--- config.mk ---
export PLATFORM = sky130hd
export DESIGN_NAME = bridge_rx_param
export DESIGN_NICKNAME = d
export VERILOG_FILES = /design/src/rtl/bridge_pkg.sv /design/src/rtl/hex_ascii_decode.sv /design/src/rtl/bridge_rx_param.sv
export SDC_FILE = /design/constraint.sdc
export NUM_CORES = 1
export LEC_CHECK = 0
export CELL_PAD_IN_SITES_DETAIL_PLACEMENT = 0
export CELL_PAD_IN_SITES_GLOBAL_PLACEMENT = 1
export CORE_MARGIN = 3
export CORE_UTILIZATION = 30
export DETAILED_ROUTE_END_ITERATION = 12
export PLACE_DENSITY_LB_ADDON = 0.1
export RECOVER_POWER = 50
export SYNTH_ARGS = -nofsm -noshare
export SYNTH_HDL_FRONTEND = slang
export SYNTH_SLANG_ARGS = --single-unit
--- constraint.sdc ---
create_clock -name clk -period 1.9 [get_ports clk]
set_clock_uncertainty 0.1 [all_clocks]
set_input_delay 0.285 -clock clk [delete_from_list [all_inputs] [get_ports clk]]
set_output_delay 0.285 -clock clk [all_outputs]
set_load 0.005 [all_outputs]
--- src/rtl/bridge_pkg.sv ---
// Shared types and constants for the parametrised ASCII bridge receiver.
// Error codes, FSM states and the ASCII bytes the parser keys on.
package bridge_pkg;

  typedef enum logic [2:0] {
    ERR_NONE     = 3'd0,
    ERR_BAD_CHAR = 3'd1,
    ERR_BAD_LEN  = 3'd2,
    ERR_TIMEOUT  = 3'd3,
    ERR_OVERFLOW = 3'd4
  } err_code_t;

  typedef enum logic [2:0] {
    IDLE     = 3'd0,
    ADDR     = 3'd1,
    DATA     = 3'd2,
    EOL_WAIT = 3'd3,
    DISCARD  = 3'd4
  } state_t;

  localparam logic [7:0] ASCII_R  = 8'h52;
  localparam logic [7:0] ASCII_W  = 8'h57;
  localparam logic [7:0] ASCII_CR = 8'h0D;
  localparam logic [7:0] ASCII_LF = 8'h0A;

  function automatic logic is_eol(input logic [7:0] c);
    return (c == ASCII_CR) || (c == ASCII_LF);
  endfunction

endpackage

--- src/rtl/hex_ascii_decode.sv ---
// Combinational ASCII hex digit decoder: accepts 0-9, A-F and a-f.
// For letters the low nibble of the code plus 9 gives the digit value.
module hex_ascii_decode (
  input  logic [7:0] ch,
  output logic [3:0] nibble,
  output logic       is_hex
);

  always_comb begin
    nibble = 4'd0;
    is_hex = 1'b0;
    if (ch >= 8'h30 && ch <= 8'h39) begin
      nibble = ch[3:0];
      is_hex = 1'b1;
    end else if ((ch >= 8'h41 && ch <= 8'h46) || (ch >= 8'h61 && ch <= 8'h66)) begin
      nibble = ch[3:0] + 4'd9;
      is_hex = 1'b1;
    end
  end

endmodule

--- src/rtl/bridge_rx_param.sv ---
// Parses "R<addr>EOL" / "W<addr><data>EOL" ASCII streams into bus transactions,
// with held valid/ready output, coded error pulses and an optional idle timeout.
module bridge_rx_param
  import bridge_pkg::*;
#(
  parameter int ADDR_WIDTH     = 16,
  parameter int DATA_WIDTH     = 16,
  parameter int TIMEOUT_CYCLES = 0
) (
  input  logic                  clk,
  input  logic                  rst_n,
  input  logic [7:0]            data_i,
  input  logic                  valid_i,
  output logic [ADDR_WIDTH-1:0] addr_o,
  output logic [DATA_WIDTH-1:0] data_o,
  output logic                  rw_o,
  output logic                  valid_o,
  input  logic                  ready_i,
  output logic                  err_o,
  output logic [2:0]            err_code_o
);

  localparam int ADDR_CHARS = ADDR_WIDTH / 4;
  localparam int DATA_CHARS = DATA_WIDTH / 4;
  localparam int MAX_CHARS  = (ADDR_CHARS > DATA_CHARS) ? ADDR_CHARS : DATA_CHARS;
  localparam int CNT_W      = (MAX_CHARS > 1) ? $clog2(MAX_CHARS) : 1;
  localparam int TO_W       = (TIMEOUT_CYCLES > 0) ? $clog2(TIMEOUT_CYCLES + 1) : 1;

  state_t                  state, state_nx;
  logic [CNT_W-1:0]        char_cnt;
  logic [ADDR_WIDTH-1:0]   addr_sr;
  logic [DATA_WIDTH-1:0]   data_sr;
  logic                    rw_sr;
  logic [TO_W-1:0]         idle_cnt;
  logic [3:0]              nibble;
  logic                    is_hex, eol, start, active;
  logic                    addr_last, data_last, commit, timeout_hit, fsm_err;
  err_code_t               fsm_code;

  hex_ascii_decode u_hex (
    .ch    (data_i),
    .nibble(nibble),
    .is_hex(is_hex)
  );

  assign eol         = is_eol(data_i);
  assign start       = (data_i == ASCII_R) || (data_i == ASCII_W);
  assign active      = (state == ADDR) || (state == DATA) || (state == EOL_WAIT);
  assign addr_last   = (char_cnt == CNT_W'(ADDR_CHARS - 1));
  assign data_last   = (char_cnt == CNT_W'(DATA_CHARS - 1));
  assign timeout_hit = (TIMEOUT_CYCLES > 0) && active && !valid_i &&
                       (idle_cnt == TO_W'(TIMEOUT_CYCLES - 1));

  always_comb begin
    state_nx = state;
    fsm_err  = 1'b0;
    fsm_code = ERR_NONE;
    commit   = 1'b0;
    if (valid_i) begin
      case (state)
        IDLE: begin
          if (start) begin
            state_nx = ADDR;
          end else if (!eol) begin
            state_nx = DISCARD;
            fsm_err  = 1'b1;
            fsm_code = ERR_BAD_CHAR;
          end
        end
        ADDR, DATA: begin
          if (is_hex) begin
            if (state == ADDR && addr_last) state_nx = rw_sr ? DATA : EOL_WAIT;
            else if (state == DATA && data_last) state_nx = EOL_WAIT;
          end else if (eol) begin
            state_nx = IDLE;
            fsm_err  = 1'b1;
            fsm_code = ERR_BAD_LEN;
          end else begin
            state_nx = DISCARD;
            fsm_err  = 1'b1;
            fsm_code = ERR_BAD_CHAR;
          end
        end
        EOL_WAIT: begin
          if (eol) begin
            state_nx = IDLE;
            commit   = 1'b1;
          end else begin
            state_nx = DISCARD;
            fsm_err  = 1'b1;
            fsm_code = is_hex ? ERR_BAD_LEN : ERR_BAD_CHAR;
          end
        end
        DISCARD: if (eol) state_nx = IDLE;
        default: state_nx = IDLE;
      endcase
    end else if (timeout_hit) begin
      state_nx = IDLE;
      fsm_err  = 1'b1;
      fsm_code = ERR_TIMEOUT;
    end
  end

  // A commit that meets an unaccepted transaction is dropped as OVERFLOW;
  // one that coincides with the handshake replaces it without a gap in valid_o.
  always_ff @(posedge clk or negedge rst_n) begin
    if (!rst_n) begin
      state      <= IDLE;
      char_cnt   <= '0;
      addr_sr    <= '0;
      data_sr    <= '0;
      rw_sr      <= 1'b0;
      idle_cnt   <= '0;
      addr_o     <= '0;
      data_o     <= '0;
      rw_o       <= 1'b0;
      valid_o    <= 1'b0;
      err_o      <= 1'b0;
      err_code_o <= ERR_NONE;
    end else begin
      state <= state_nx;
      err_o <= 1'b0;
      if (fsm_err) begin
        err_o      <= 1'b1;
        err_code_o <= fsm_code;
      end

      if (TIMEOUT_CYCLES == 0 || valid_i || !active || timeout_hit) idle_cnt <= '0;
      else idle_cnt <= idle_cnt + 1'b1;

      if (timeout_hit || (valid_i && state == IDLE && start)) begin
        addr_sr  <= '0;
        data_sr  <= '0;
        char_cnt <= '0;
      end
      if (valid_i && state == IDLE && start) rw_sr <= (data_i == ASCII_W);

      if (valid_i && is_hex && state == ADDR) begin
        addr_sr  <= (addr_sr << 4) | ADDR_WIDTH'(nibble);
        char_cnt <= addr_last ? '0 : char_cnt + 1'b1;
      end
      if (valid_i && is_hex && state == DATA) begin
        data_sr  <= (data_sr << 4) | DATA_WIDTH'(nibble);
        char_cnt <= data_last ? '0 : char_cnt + 1'b1;
      end

      if (commit) begin
        if (valid_o && !ready_i) begin
          err_o      <= 1'b1;
          err_code_o <= ERR_OVERFLOW;
        end else begin
          valid_o <= 1'b1;
          addr_o  <= addr_sr;
          data_o  <= rw_sr ? data_sr : '0;
          rw_o    <= rw_sr;
        end
      end else if (valid_o && ready_i) begin
        valid_o <= 1'b0;
      end
    end
  end

endmodule

==> reports/results.txt <==
CTS Buf Count - 9
Hold_sp - data_i[3]
Setup_tns - -0.00923 ns
Core Rows - 38
Fin cells - 623
PortBufs - 49
Sequential share of the synthesized area - 56.2%
First-pass GRT wire length - 15100 µm
Yosys warns - 0
RSZ-0062 raised after global routing - yes
Core area - 10900 µm²
Vias in the first global route - 2987
CTS Buffer Depth - 2
Most common cell in the netlist - nand2_1
Crit. path cell count - 8
Post-synth EDFFs - 0
Synth area leader - dfrtp_1
Sequential Power Share - 42.0%
Critical Path Max Stage Delay - 0.41 ns
Later-pin clock latency in the skew report - 0.33 ns
Worst Path Buf+Inv - 3
F_max - 0.525 GHz
Setup-failing EPs final - 2
Aggregate global-route resource usage - 14.7%
Final ANT Viol Nets - 0
Static leakage - 2.53 nW
Reg2reg start - state[2]
Commonest cells in the netlist - nand2_1, dfrtp_1, nand3_1, clkbuf_1, o21ai_1
Power per cell area - 766 nW/µm²
Top area cells in the synthesized netlist - dfrtp_1, nand2_1, nand3_1, ha_1, clkbuf_1
Hold Violations, Final - 0
Worst Setup End Kind - flip-flop
Die area - 12600 µm²
FILL cells - 1071
VDD IR max - 0.327 mV
R2r setup slk - 0.10 ns
Mapped Cells - 375
Initial Util - 31.0%
CTS clk-pin slew, worst paths - 0.06 ns
H-tree depth - 3
Post-route core utilization - 47.3%
Post-route setup slack - -0.00538 ns
Avg Cell Area, Syn - 9.03 µm²
R2R depth - 7
WL/cell - 14.3 µm
Crit-path cells - buf_8, or3b_4, a2111o_1, buf_6, a211o_4, buf_12, nand4_1, o31ai_1
Syn Nets - 392
Total wire length - 8910 µm
Switching share of power - 23.0%
Fraction of registers with async set/reset - 100%
Critical path type - input pin to flip-flop
DRT iter0 DRCs - 159
Max Slew Vio Count - 0
Startpoint types - input pin
Combinational share of power - 11.0%
Synth unique cells - 39
Slew HR - 30.2%
RR Endpoint - err_o
Fraction of layout cells with a size suffix above 1 - 25.9%
Cells after DPL - 590
Drc violations - 0
CP top delay family - compound AO/OA/AOI/OAI gates
Fin nets - 495
Num ports - 50
Die W - 112 µm
Post-Syn Area - 3390 µm²
Routed via count - 2972
Hold Path End - rw_sr
Vias per cell - 4.77
Power share of the clock group - 47.0%
Power, Total - 3.96 mW
Final min period - 1.91 ns
Die Ht - 112 µm
Area fraction of the dominant cell type after synthesis - 56.2%
Detailed Routing Iterations Pass 1 - 4
Initial antenna violation count - 0
GPL Wtd Cong - 0.842
Num Clock Sinks - 76
TritonCTS clock tree - done
FF+latch count, synth - 76
Period utilization - 100%
WHS Path Cells - 3
MaxCap Viol Count - 0
Status - finished, violations left
Worst Tran Pin Value - 1.05 ns
Area Overhead vs Synth - 52.8%
Antenna diodes - 0
Crit-path max FO - 6
Sw power - 913 µW
Post-detail-place hpwl - 5870 µm
GR Overflow Total - 0
Ys flop type - dfrtp_1
Largest net degree at the start of global routing - 38
Hold Path Class - input pin to flip-flop
Failing checks - setup timing
Crit path DAT - 2.01 ns
Slowest CP cell - a2111o_1
Worst Path Required - 2.01 ns
Post-place setup slack - -0.755 ns
Internal power - 3.05 mW
Clock root buffer master - clkbuf_16
## stage by stage
stage	hold slack, ns	instance area (µm²)
final	0.202	5170
after global routing	0.209	5170
after CTS	0.197	5010
after detailed placement	0.0830	4430
after global placement	0.0814	4430
after floorplan	-0.111	3460
## area by class of cell
class / count / area (µm²) / area share [%]
Multi-Input combinational cell: 273 / 1580 / 30.6
Clock buffer: 11 / 243 / 4.69
Timing Repair Buffer: 114 / 1160 / 22.5
Tap cell: 140 / 175 / 3.39
Clock inverter: 5 / 85.1 / 1.64
Sequential cell: 76 / 1900 / 36.8
Inverter: 4 / 22.5 / 0.435
## layout by cell type (no fill, tap or decap), types with 6 or more instances in the layout
cell / Yosys / routed
buf_4: 2 / 48
o21ai_1: 10 / 9
nor2_1: 8 / 7
buf_6: 0 / 7
clkdlybuf4s50_1: 0 / 40
buf_12: 0 / 6
nand3_1: 50 / 36
nand2_1: 141 / 140
nand3_2: 0 / 14
dfrtp_1: 76 / 76
clkbuf_16: 0 / 11
## worst max path at each step
| stage | from | end | slack (ns) |
|---|---|---|---|
| detailed placement | data_i[0] | data_sr[12] | -0.75 |
| CTS | data_i[7] | char_cnt[0] | -0.02 |
| finish | data_i[7] | char_cnt[0] | -0.005 |
| global placement | data_i[3] | addr_sr[13] | -0.72 |
| floorplan | data_i[3] | data_sr[10] | -0.20 |
| global route | data_i[7] | char_cnt[0] | -0.04 |
## layer usage
| metal | vias to the layer above | wire (µm) | global-route usage (%) |
|---|---|---|---|
| met5 | - | 0 | 0 |
| met4 | 0 | 159 | 5.21 |
| met3 | 12 | 283 | 2.91 |
| met2 | 47 | 4070 | 22.4 |
| met1 | 1446 | 4390 | 20.9 |
| li1 | 1467 | - | - |
## power by group through the flow
stage               clock [mW]  sequential, mW  combinational [mW]
CTS                       1.91            1.66               0.431
detailed placement           0            1.69               0.384
floorplan                    0            1.69               0.169
finish                    1.86            1.66               0.438
global route              1.99            1.67               0.481
global placement             0            1.69               0.383
## worst reg2reg max path: stages, from the launching register on
cell and delay (ns):
dfrtp_1 0.37, buf_4 0.17, nand2b_1 0.17, buf_4 0.15, nor4_1 0.05, buf_4 0.14
buf_4 0.12, or3_1 0.39
## registers in the layout, indices dropped and copies added, names as in the netlist
signal      cells
addr_o         16
state           3
data_sr        16
data_o         16
addr_sr        16
err_o           1
rw_sr           1
char_cnt        2
err_code_o      3
valid_o         1
rw_o            1
## repair_timing
item,4_1_cts,5_1_grt
endpoints found under the setup margin,75,40
pin swaps,11,9
buffers inserted,7,4
gates cloned,3,2
resized for setup,54,26
hold endpoints to repair,16,0
hold buffers,1,0
## kinds of logic (layout without fill, tap and decap cells)
kind of cell	after synthesis	count (layout)	share of synthesized area [%]
AO/OA/AOI/OAI	39	39	8.35
adder cells (fa/ha/maj)	5	5	1.85
AND/OR/NAND/NOR	223	223	28.6
XOR/XNOR	2	2	0.517
buffers and inverters	26	134	3.29
multiplexers	4	4	1.29
flip-flops	76	76	56.2
(Power assumes the default switching activity.)
